[src/rtl/timer_arbiter.sv]
// ---------------------------------------------------------------------------
// timer_arbiter
// A single delay timer shared by NREQ requesters. Requesters are granted
// round-robin. While a requester owns the timer, a prescaled tick counts its
// requested length down. The owner then receives a one-cycle done pulse.
// If the owner drops its request mid-service, the service is abandoned with
// no done pulse.
//
// Ports
//   clk        system clock, rising-edge active
//   nRst       asynchronous active-low reset
//   req        per-requester level request, held until done pulses
//   len        packed delay lengths, requester i at [i*CW +: CW]
//   prescale   tick divider maximum (one tick every prescale+1 cycles)
//   grant      one-hot timer owner, zero outside RUN
//   busy       high in RUN and DONE
//   done       one-cycle completion pulse to the owner
//   remaining  ticks left for the current owner, zero when idle
// ---------------------------------------------------------------------------
module timer_arbiter #(
    parameter int NREQ = 3,
    parameter int CW   = 7
) (
    input  logic               clk,
    input  logic               nRst,
    input  logic [NREQ-1:0]    req,
    input  logic [NREQ*CW-1:0] len,
    input  logic [6:0]         prescale,
    output logic [NREQ-1:0]    grant,
    output logic               busy,
    output logic [NREQ-1:0]    done,
    output logic [CW-1:0]      remaining
);

    localparam int IW = (NREQ > 1) ? $clog2(NREQ) : 1;

    typedef enum logic [1:0] {
        ST_IDLE  = 2'd0,
        ST_RUN   = 2'd1,
        ST_DONE  = 2'd2,
        ST_SPARE = 2'd3
    } state_t;

    state_t            state_r, state_s;
    logic [IW-1:0]     owner_r, owner_s;
    logic [IW-1:0]     last_r, last_s;
    logic [CW-1:0]     rem_r, rem_s;
    logic [6:0]        pcnt_r, pcnt_s;
    logic [NREQ-1:0]   grant_r, grant_s;
    logic [NREQ-1:0]   done_r, done_s;
    logic              busy_r, busy_s;
    logic [IW-1:0]     win_s;
    logic [CW-1:0]     len_win_s;

    // Round-robin search starting just after the last served index.
    function automatic logic [IW-1:0] rr_pick(input logic [IW-1:0]   last,
                                              input logic [NREQ-1:0] mask);
        logic [IW-1:0] pick;
        logic          found;
        int            idx;
        pick  = last;
        found = 1'b0;
        for (int k = 1; k <= NREQ; k++) begin
            idx = int'(last) + k;
            if (idx >= NREQ) begin
                idx = idx - NREQ;
            end
            if (!found && mask[idx]) begin
                pick  = IW'(idx);
                found = 1'b1;
            end
        end
        return pick;
    endfunction

    // Index to one-hot conversion.
    function automatic logic [NREQ-1:0] one_hot(input logic [IW-1:0] idx);
        logic [NREQ-1:0] oh;
        for (int i = 0; i < NREQ; i++) begin
            oh[i] = (IW'(i) == idx);
        end
        return oh;
    endfunction

    // Winner selection and the winner's length slice.
    always_comb begin
        win_s     = rr_pick(last_r, req);
        len_win_s = {CW{1'b0}};
        for (int i = 0; i < NREQ; i++) begin
            if (IW'(i) == win_s) begin
                len_win_s = len[i*CW +: CW];
            end else begin
                len_win_s = len_win_s;
            end
        end
    end

    // Next-state, counters and next registered outputs.
    always_comb begin
        state_s = state_r;
        owner_s = owner_r;
        last_s  = last_r;
        rem_s   = rem_r;
        pcnt_s  = pcnt_r;
        case (state_r)
            ST_IDLE: begin
                pcnt_s = 7'd0;
                if (|req) begin
                    state_s = ST_RUN;
                    owner_s = win_s;
                    rem_s   = len_win_s;
                end else begin
                    rem_s   = {CW{1'b0}};
                end
            end
            ST_RUN: begin
                if (!req[owner_r]) begin
                    // Owner withdrew: abandon silently but still rotate.
                    state_s = ST_IDLE;
                    rem_s   = {CW{1'b0}};
                    pcnt_s  = 7'd0;
                    last_s  = owner_r;
                end else if (rem_r == {CW{1'b0}}) begin
                    // Zero-length request completes without a tick.
                    state_s = ST_DONE;
                    pcnt_s  = 7'd0;
                    last_s  = owner_r;
                end else if (pcnt_r > prescale) begin
                    // Prescale lowered below the count: restart, no tick.
                    pcnt_s  = 7'd0;
                end else if (pcnt_r == prescale) begin
                    pcnt_s = 7'd0;
                    if (rem_r == CW'(1)) begin
                        rem_s   = {CW{1'b0}};
                        state_s = ST_DONE;
                        last_s  = owner_r;
                    end else begin
                        rem_s   = rem_r - CW'(1);
                    end
                end else begin
                    pcnt_s = pcnt_r + 7'd1;
                end
            end
            ST_DONE: begin
                state_s = ST_IDLE;
                rem_s   = {CW{1'b0}};
                pcnt_s  = 7'd0;
            end
            default: begin
                state_s = ST_IDLE;
                rem_s   = {CW{1'b0}};
                pcnt_s  = 7'd0;
            end
        endcase

        // Outputs are registered from the next state so they align with it.
        if (state_s == ST_RUN) begin
            grant_s = one_hot(owner_s);
        end else begin
            grant_s = {NREQ{1'b0}};
        end
        if (state_s == ST_DONE) begin
            done_s = one_hot(owner_s);
        end else begin
            done_s = {NREQ{1'b0}};
        end
        busy_s = (state_s == ST_RUN) || (state_s == ST_DONE);
    end

    // State and output registers with asynchronous reset.
    always_ff @(posedge clk or negedge nRst) begin
        if (!nRst) begin
            state_r <= ST_IDLE;
            owner_r <= {IW{1'b0}};
            last_r  <= IW'(NREQ - 1);
            rem_r   <= {CW{1'b0}};
            pcnt_r  <= 7'd0;
            grant_r <= {NREQ{1'b0}};
            done_r  <= {NREQ{1'b0}};
            busy_r  <= 1'b0;
        end else begin
            state_r <= state_s;
            owner_r <= owner_s;
            last_r  <= last_s;
            rem_r   <= rem_s;
            pcnt_r  <= pcnt_s;
            grant_r <= grant_s;
            done_r  <= done_s;
            busy_r  <= busy_s;
        end
    end

    assign grant     = grant_r;
    assign done      = done_r;
    assign busy      = busy_r;
    assign remaining = rem_r;

endmodule

[config.mk]
export PLATFORM = sky130hd
export DESIGN_NAME = timer_arbiter
export DESIGN_NICKNAME = d
export VERILOG_FILES = /design/src/rtl/timer_arbiter.sv
export SDC_FILE = /design/constraint.sdc
export NUM_CORES = 1
export LEC_CHECK = 0
export ABC_CLOCK_PERIOD_IN_PS = 4700
export CAP_MARGIN = 20
export CORE_UTILIZATION = 40
export DETAILED_ROUTE_END_ITERATION = 16
export GPL_TIMING_DRIVEN = 0
export PLACE_DENSITY_LB_ADDON = 0.12
export SLEW_MARGIN = 20
export SYNTH_ARGS = -nofsm -noshare
export SYNTH_HDL_FRONTEND = slang
export SYNTH_SLANG_ARGS = --single-unit
[constraint.sdc]
create_clock -name clk -period 4.7 [get_ports clk]
set_input_delay 0.705 -clock clk [delete_from_list [all_inputs] [get_ports clk]]
set_output_delay 0.705 -clock clk [all_outputs]
set_load 0.1 [all_outputs]
==> impl_metrics.json, run 1 <==
{
  "status": "finished, final reports clean",
  "layout_min_cycle_time_ns": 2.66,
  "postSynthAreaPerCell_sq_um": 9.52,
  "maxSlewViolCount": 0,
  "vias_per_cell": 5.29,
  "switching_share_pct": 52.7,
  "clk_path_buf_depth": 2,
  "clkTransAtPathRegs_ns": 0.10,
  "p_seq_share_pct": 22.9,
  "grt_overflow": 0,
  "ant_nets": 0,
  "yosysSeqAreaShare_pct": 36.5,
  "critPathKind": "primary input to register",
  "max_freq_mhz": 376,
  "cts_resized": 0,
  "die_h_um": 70.1,
  "avgRoutedWirePerCell_um": 13.3,
  "tritoncts": "built",
  "switching_power_uw": 874,
  "track_usage_pct": 17.3,
  "fin_skew_ns": 0.00950,
  "row_count": 24,
  "synth_top_area_share_pct": 35.1,
  "insertion_delay_ns": 0.28,
  "power_leakage_uw": 0.00109,
  "powerDensity_nw_per_um2": 684,
  "ioPinCount": 47,
  "rsz0062_at_grt": "no",
  "fillerInstances": 434,
  "hpwlAfterDp_um": 3150,
  "setup_tns_ns": 0,
  "drive_gt1_share_pct": 9.39,
  "root_buffer": "clkbuf_8",
  "synth_ff_type": "dfrtp_1",
  "placed_cells": 293,
  "intPower_uw": 784,
  "numCtsBuffers": 3,
  "period_share_pct": 56.6,
  "ys_ff_latch": 27,
  "drtPass1Iterations": 4,
  "setup_viol": 0,
  "slew_headroom_pct": 34.5,
  "die_x_um": 70.1,
  "dieArea_sq_um": 4920,
  "synth_area_sq_um": 1860,
  "num_antenna_cells": 0,
  "grt_pass1_wl_um": 6890,
  "design.core.area_sq_um": 4410,
  "cp-startpoint": "prescale[5]",
  "hold_viol": 0,
  "num_vias": 1570,
  "wl_met3_um": 152,
  "async_reset_ff_share_pct": 100,
  "cts.htree.levels": 1,
  "synth_nets": 244,
  "ys_top_cells_by_area": "dfrtp_1 (35%), ha_1 (11%), mux2i_1 (4.9%), inv_1 (4.7%), nor2_1 (3.0%)",
  "end_kind": "register",
  "hold_buffers": 0,
  "routed_wl_um": 3950,
  "cp_max_fo": 3,
  "yosysTopAreaCell": "dfrtp_1",
  "wl_met1_um": 1870,
  "initialDrtViolationCount": 74,
  "ir_worst_vdd_v": 0.000236,
  "cp-start-kind": "primary input",
  "cp.arrival_ns": 2.83,
  "maxCapViolCount": 0,
  "yosysUniqueCellTypes": 47,
  "gp_congestion": 0.812,
  "worst_ep_required_time_ns": 4.87,
  "cts_setup_buffers": 0,
  "p_comb_share_pct": 68.8,
  "synth_edf_count": 0,
  "worst_pin_slew_ns": 0.980,
  "cts_sinks": 27,
  "timing.rr.start": "last_r[0]$_DFFE_PN0P_",
  "initial_utilization_pct": 42.0,
  "grt_max_degree": 28,
  "topRoutingLayerUsed": "met4",
  "grt_pass1_vias": 1535,
  "antenna_found_initial": 0,
  "ys_warn_count": 0,
  "fin_nets": 295,
  "clkPwrFrac_pct": 8.3,
  "io_buffers": 46,
  "area_delta_synth_final_pct": 30.7,
  "fin_cells": 297,
  "drc": 0,
  "syn_inst": 195,
  "dr_wl_met2_um": 1890,
  "hp-class": "primary input to asynchronous set/reset pin"
}
==> placed cells by master (no fill, tap or decap), types with 4 or more instances in the layout <==
cell	synthesis	final
nand2_1	6	6
o211ai_1	5	5
ha_1	16	16
nor3_1	4	4
nand3_1	7	7
nor2_1	15	15
o21ai_0	8	8
clkdlybuf4s50_1	0	45
nor2b_1	8	8
mux2i_1	9	9
inv_1	23	23
a21oi_1	7	7
o221ai_1	5	5
dfrtp_1	26	26
and3_1	5	5
nor3b_1	5	5
nand4_1	4	4
==> layer usage <==
metal / vias to the layer above / GRT usage [%]
met2: 28 / 29.2
met5: - / 0
met4: 0 / 4.00
met1: 738 / 23.3
li1: 800 / -
met3: 4 / 2.89
==> state kept, by name, indices dropped and copies added, names as in the netlist <==
signal     flops
last_r         2
state_r        2
grant          3
done           3
remaining      7
busy           1
owner_r        2
pcnt_r         7
==> critical path, stage by stage <==
cell and delay [ns]:
clkdlybuf4s50_1 0.46, inv_1 0.05, ha_1 0.29, and4_1 0.20, nand4_1 0.13, o21bai_1 0.21
nor2b_1 0.08, a21oi_1 0.22, inv_1 0.08, ha_1 0.22, and3b_1 0.18
==> cell families (layout without fill, tap and decap cells) <==
logic type | count (synthesis) | after routing | synth area share, %
AO/OA/AOI/OAI | 41 | 41 | 15.9
XOR/XNOR | 5 | 5 | 2.36
adder cells (fa/ha/maj) | 16 | 16 | 10.8
buffers and inverters | 25 | 75 | 5.53
flip-flops | 27 | 27 | 36.5
multiplexers | 14 | 14 | 8.70
AND/OR/NAND/NOR | 67 | 67 | 20.2
==> cell type report <==
type                            instances  area (sq um)  area share, %
Buffer                                  2          16.3          0.671
Clock buffer                            3          41.3           1.70
Clock inverter                          1          7.51          0.310
Inverter                               23          86.3           3.56
Multi-Input combinational cell        143          1080           44.4
Sequential cell                        27           677           27.9
Tap cell                               52          65.1           2.68
Timing Repair Buffer                   46           455           18.8
==> stage by stage <==
step	worst slack, ns	total power, uW	hold slack (ns)	utilization, %	area [sq um]
6_report	2.04	1660	0.421	54.9	2420
5_1_grt	1.83	1790	0.490	54.9	2420
4_1_cts	2.02	1680	0.447	54.9	2420
3_5_place_dp	1.74	1540	0.485	53.8	2380
3_3_place_gp	1.76	1520	0.481	53.9	2380
2_1_floorplan	2.30	1270	0.409	-	1860
==> power groups by stage <==
stage | logic, uW | registers (uW) | clock network (uW)
2_1_floorplan | 628 | 644 | 0
3_3_place_gp | 1140 | 385 | 0
3_5_place_dp | 1150 | 386 | 0
4_1_cts | 1150 | 381 | 144
5_1_grt | 1240 | 394 | 154
6_report | 1140 | 380 | 137
==> final timing paths <==
check                                       endpoint  slack [ns]  depth (start not counted)
worst min register to register   pcnt_r[0]$_DFF_PN0_        0.49                          1
worst max register to register     done[0]$_DFF_PN0_        2.17                          9
min in group clk                 pcnt_r[0]$_DFF_PN0_        0.49                          1
max in group asynchronous       state_r[0]$_DFF_PN0_        3.87                          1
worst max-delay path              grant[0]$_DFF_PN0_        2.04                         11
worst min-delay path             pcnt_r[4]$_DFF_PN0_        0.42                          1
==> cells in the mapped netlist, types with 4 or more instances <==
library cell and instances:
a21oi_1 7, and3_1 5, dfrtp_1 26, ha_1 16, inv_1 23, mux2i_1 9, nand2_1 6, nand3_1 7
nand4_1 4, nor2_1 15, nor2b_1 8, nor3_1 4, nor3b_1 5, o211ai_1 5, o21ai_0 8, o221ai_1 5
Note: power is estimated with default switching activity, not from simulation.
==> run 2, diff against run 1 <==
--- a/config.mk
+++ b/config.mk
@@ -5,7 +5,7 @@
 export SDC_FILE = /design/constraint.sdc
 export NUM_CORES = 1
 export LEC_CHECK = 0
-export ABC_CLOCK_PERIOD_IN_PS = 4700
+export ABC_CLOCK_PERIOD_IN_PS = 2300
 export CAP_MARGIN = 20
 export CORE_UTILIZATION = 40
 export DETAILED_ROUTE_END_ITERATION = 16
==> constraint.sdc (replaced) <==
create_clock -name clk -period 2.3 [get_ports clk]
set_input_delay 0.345 -clock clk [delete_from_list [all_inputs] [get_ports clk]]
set_output_delay 0.345 -clock clk [all_outputs]
set_load 0.1 [all_outputs]
==> run 2 against run 1 <==
Utilization increased by 6.0 points. Worst hold slack got worse by 0.36 ns. Register-to-register slack got worse by 2.2 ns. Critical endpoint is now done[0]$_DFF_PN0_. Largest cell class unchanged. Highest routed layer unchanged.
==> impl_metrics.json, run 2 (synthesis results as in run 1) <==
{
  "dpl_cell_area_sq_um": 2380,
  "fin_skew_ns": 0.00873,
  "p_comb_share_pct": 73.5,
  "worst_pin_slew_ns": 0.980,
  "clk_path_buf_depth": 2,
  "drive_gt1_share_pct": 23.9,
  "worst_path_max_delay_cell": "dfstp_2",
  "num_vias": 1598,
  "cts.htree.levels": 1,
  "grt_use_met3_pct": 2.89,
  "io_buffers": 46,
  "end_kind": "register",
  "p_seq_share_pct": 19.5,
  "design.core.area_sq_um": 4410,
  "grtUsageMet2_pct": 28.2,
  "period_share_pct": 99.2,
  "hpwlAfterDp_um": 2980,
  "hp-class": "primary input to asynchronous set/reset pin",
  "power_leakage_uw": 0.00114,
  "stdcell_area_sq_um": 2690,
  "clkTransAtPathRegs_ns": 0.10,
  "ant_nets": 0,
  "cp-start-kind": "register",
  "fin_nets": 301,
  "numCtsBuffers": 3,
  "multi_input_area_sq_um": 1280,
  "grt_max_degree": 28,
  "antenna_found_initial": 0,
  "tritoncts": "built",
  "max_freq_mhz": 438,
  "setup_viol": 0,
  "grt_pass1_wl_um": 6980,
  "ioPinCount": 47,
  "slew_headroom_pct": 34.5,
  "num_antenna_cells": 0,
  "ff_latch_area_sq_um": 681,
  "gp_congestion": 0.784,
  "intPower_uw": 1970,
  "layout_min_cycle_time_ns": 2.28,
  "powerDensity_nw_per_um2": 1500,
  "vias_per_cell": 5.27,
  "grt_overflow": 0,
  "hold_buffers": 0,
  "layout_commonest_cell": "clkdlybuf4s50_1",
  "area_delta_synth_final_pct": 44.8,
  "path_cells": "inv_2, ha_4, mux2i_1, or2_4, nand3_2, o21a_2, a21oi_4, and3b_1",
  "cts_sinks": 27,
  "switching_power_uw": 2060,
  "utilization_pct": 60.9,
  "final_cell_mix": "clkdlybuf4s50_1 (45), dfrtp_1 (23), inv_1 (21)",
  "dieArea_sq_um": 4920,
  "initial_utilization_pct": 42.0,
  "maxSlewViolCount": 0,
  "initialDrtViolationCount": 75,
  "timing.rr.start": "last_r[1]$_DFFE_PN1P_",
  "routed_wl_um": 4170,
  "avgRoutedWirePerCell_um": 13.7,
  "cpLargestDelayFamily": "flip-flops",
  "cp_max_fo": 7,
  "r2r-end": "done[0]$_DFF_PN0_",
  "cpPeakStageDelay_ns": 0.55,
  "rr_worst_depth": 8,
  "critPathKind": "register to register",
  "switching_share_pct": 51.1,
  "status": "finished, final reports clean",
  "die_x_um": 70.1,
  "hold_viol": 0,
  "root_buffer": "clkbuf_8",
  "fillerInstances": 386,
  "worst_ep_required_time_ns": 2.47,
  "drtPass1Iterations": 4,
  "grt.busiest_layer": "met2",
  "die_h_um": 70.1,
  "rsz0062_at_grt": "yes",
  "insertion_delay_ns": 0.28,
  "fin_cells": 303,
  "placed_cells": 293,
  "cp-startpoint": "last_r[1]$_DFFE_PN1P_",
  "drc": 0,
  "track_usage_pct": 17.3,
  "grtUsageMet1_pct": 24.4,
  "ir_worst_vdd_v": 0.000690,
  "whs_ns": 0.0623,
  "clkPwrFrac_pct": 7.0,
  "maxCapViolCount": 0,
  "path_buf_inv": 1,
  "cp.arrival_ns": 2.45,
  "row_count": 24,
  "r2r_setup_slack_ns": 0.02,
  "grt_pass1_vias": 1540
}
run 2: cell type report:
class                           instances  area share, %
Buffer                                  1          0.279
Clock buffer                            3           1.54
Clock inverter                          1          0.279
Inverter                               23           3.31
Multi-Input combinational cell        143           47.5
Sequential cell                        27           25.3
Tap cell                               52           2.42
Timing Repair Buffer                   53           19.3
run 2: power groups by stage:
stage               clock network, uW  registers (uW)  logic, uW
floorplan                           0            1320       1280
global placement                    0             793       2310
detailed placement                  0             793       2340
CTS                               288             781       2710
global route                      307             816       3200
finish                            282             788       2960
run 2: worst max path at each step:
stage	to	slack, ns	cells after the start
floorplan	grant[0]$_DFF_PN0_	0.02	8
global placement	grant[0]$_DFF_PN0_	-0.24	11
detailed placement	grant[0]$_DFF_PN0_	-0.28	11
CTS	grant[1]$_DFF_PN0_	-0.06	9
global route	remaining[5]$_DFFE_PN0P_	-0.11	9
finish	done[0]$_DFF_PN0_	0.02	8
run 2: timing repair:
item	4_1_cts	5_1_grt
resized for setup	15	30
endpoints found under the setup margin	14	14
pin swaps	10	17
setup buffers	4	1
gates cloned	1	1
run 2: per-stage QoR:
step | TNS, ns | setup slack [ns] | power [uW]
2_1_floorplan | 0 | 0.0158 | 2600
3_3_place_gp | -2.46 | -0.240 | 3110
3_5_place_dp | -2.84 | -0.276 | 3130
4_1_cts | -0.508 | -0.0616 | 3770
5_1_grt | -0.848 | -0.106 | 4320
6_report | 0 | 0.0179 | 4030
run 2: metal layers:
metal / up-vias / routed length (um)
met4: 0 / 23
met5: - / 0
met2: 39 / 1930
met3: 2 / 183
li1: 815 / -
met1: 742 / 2030
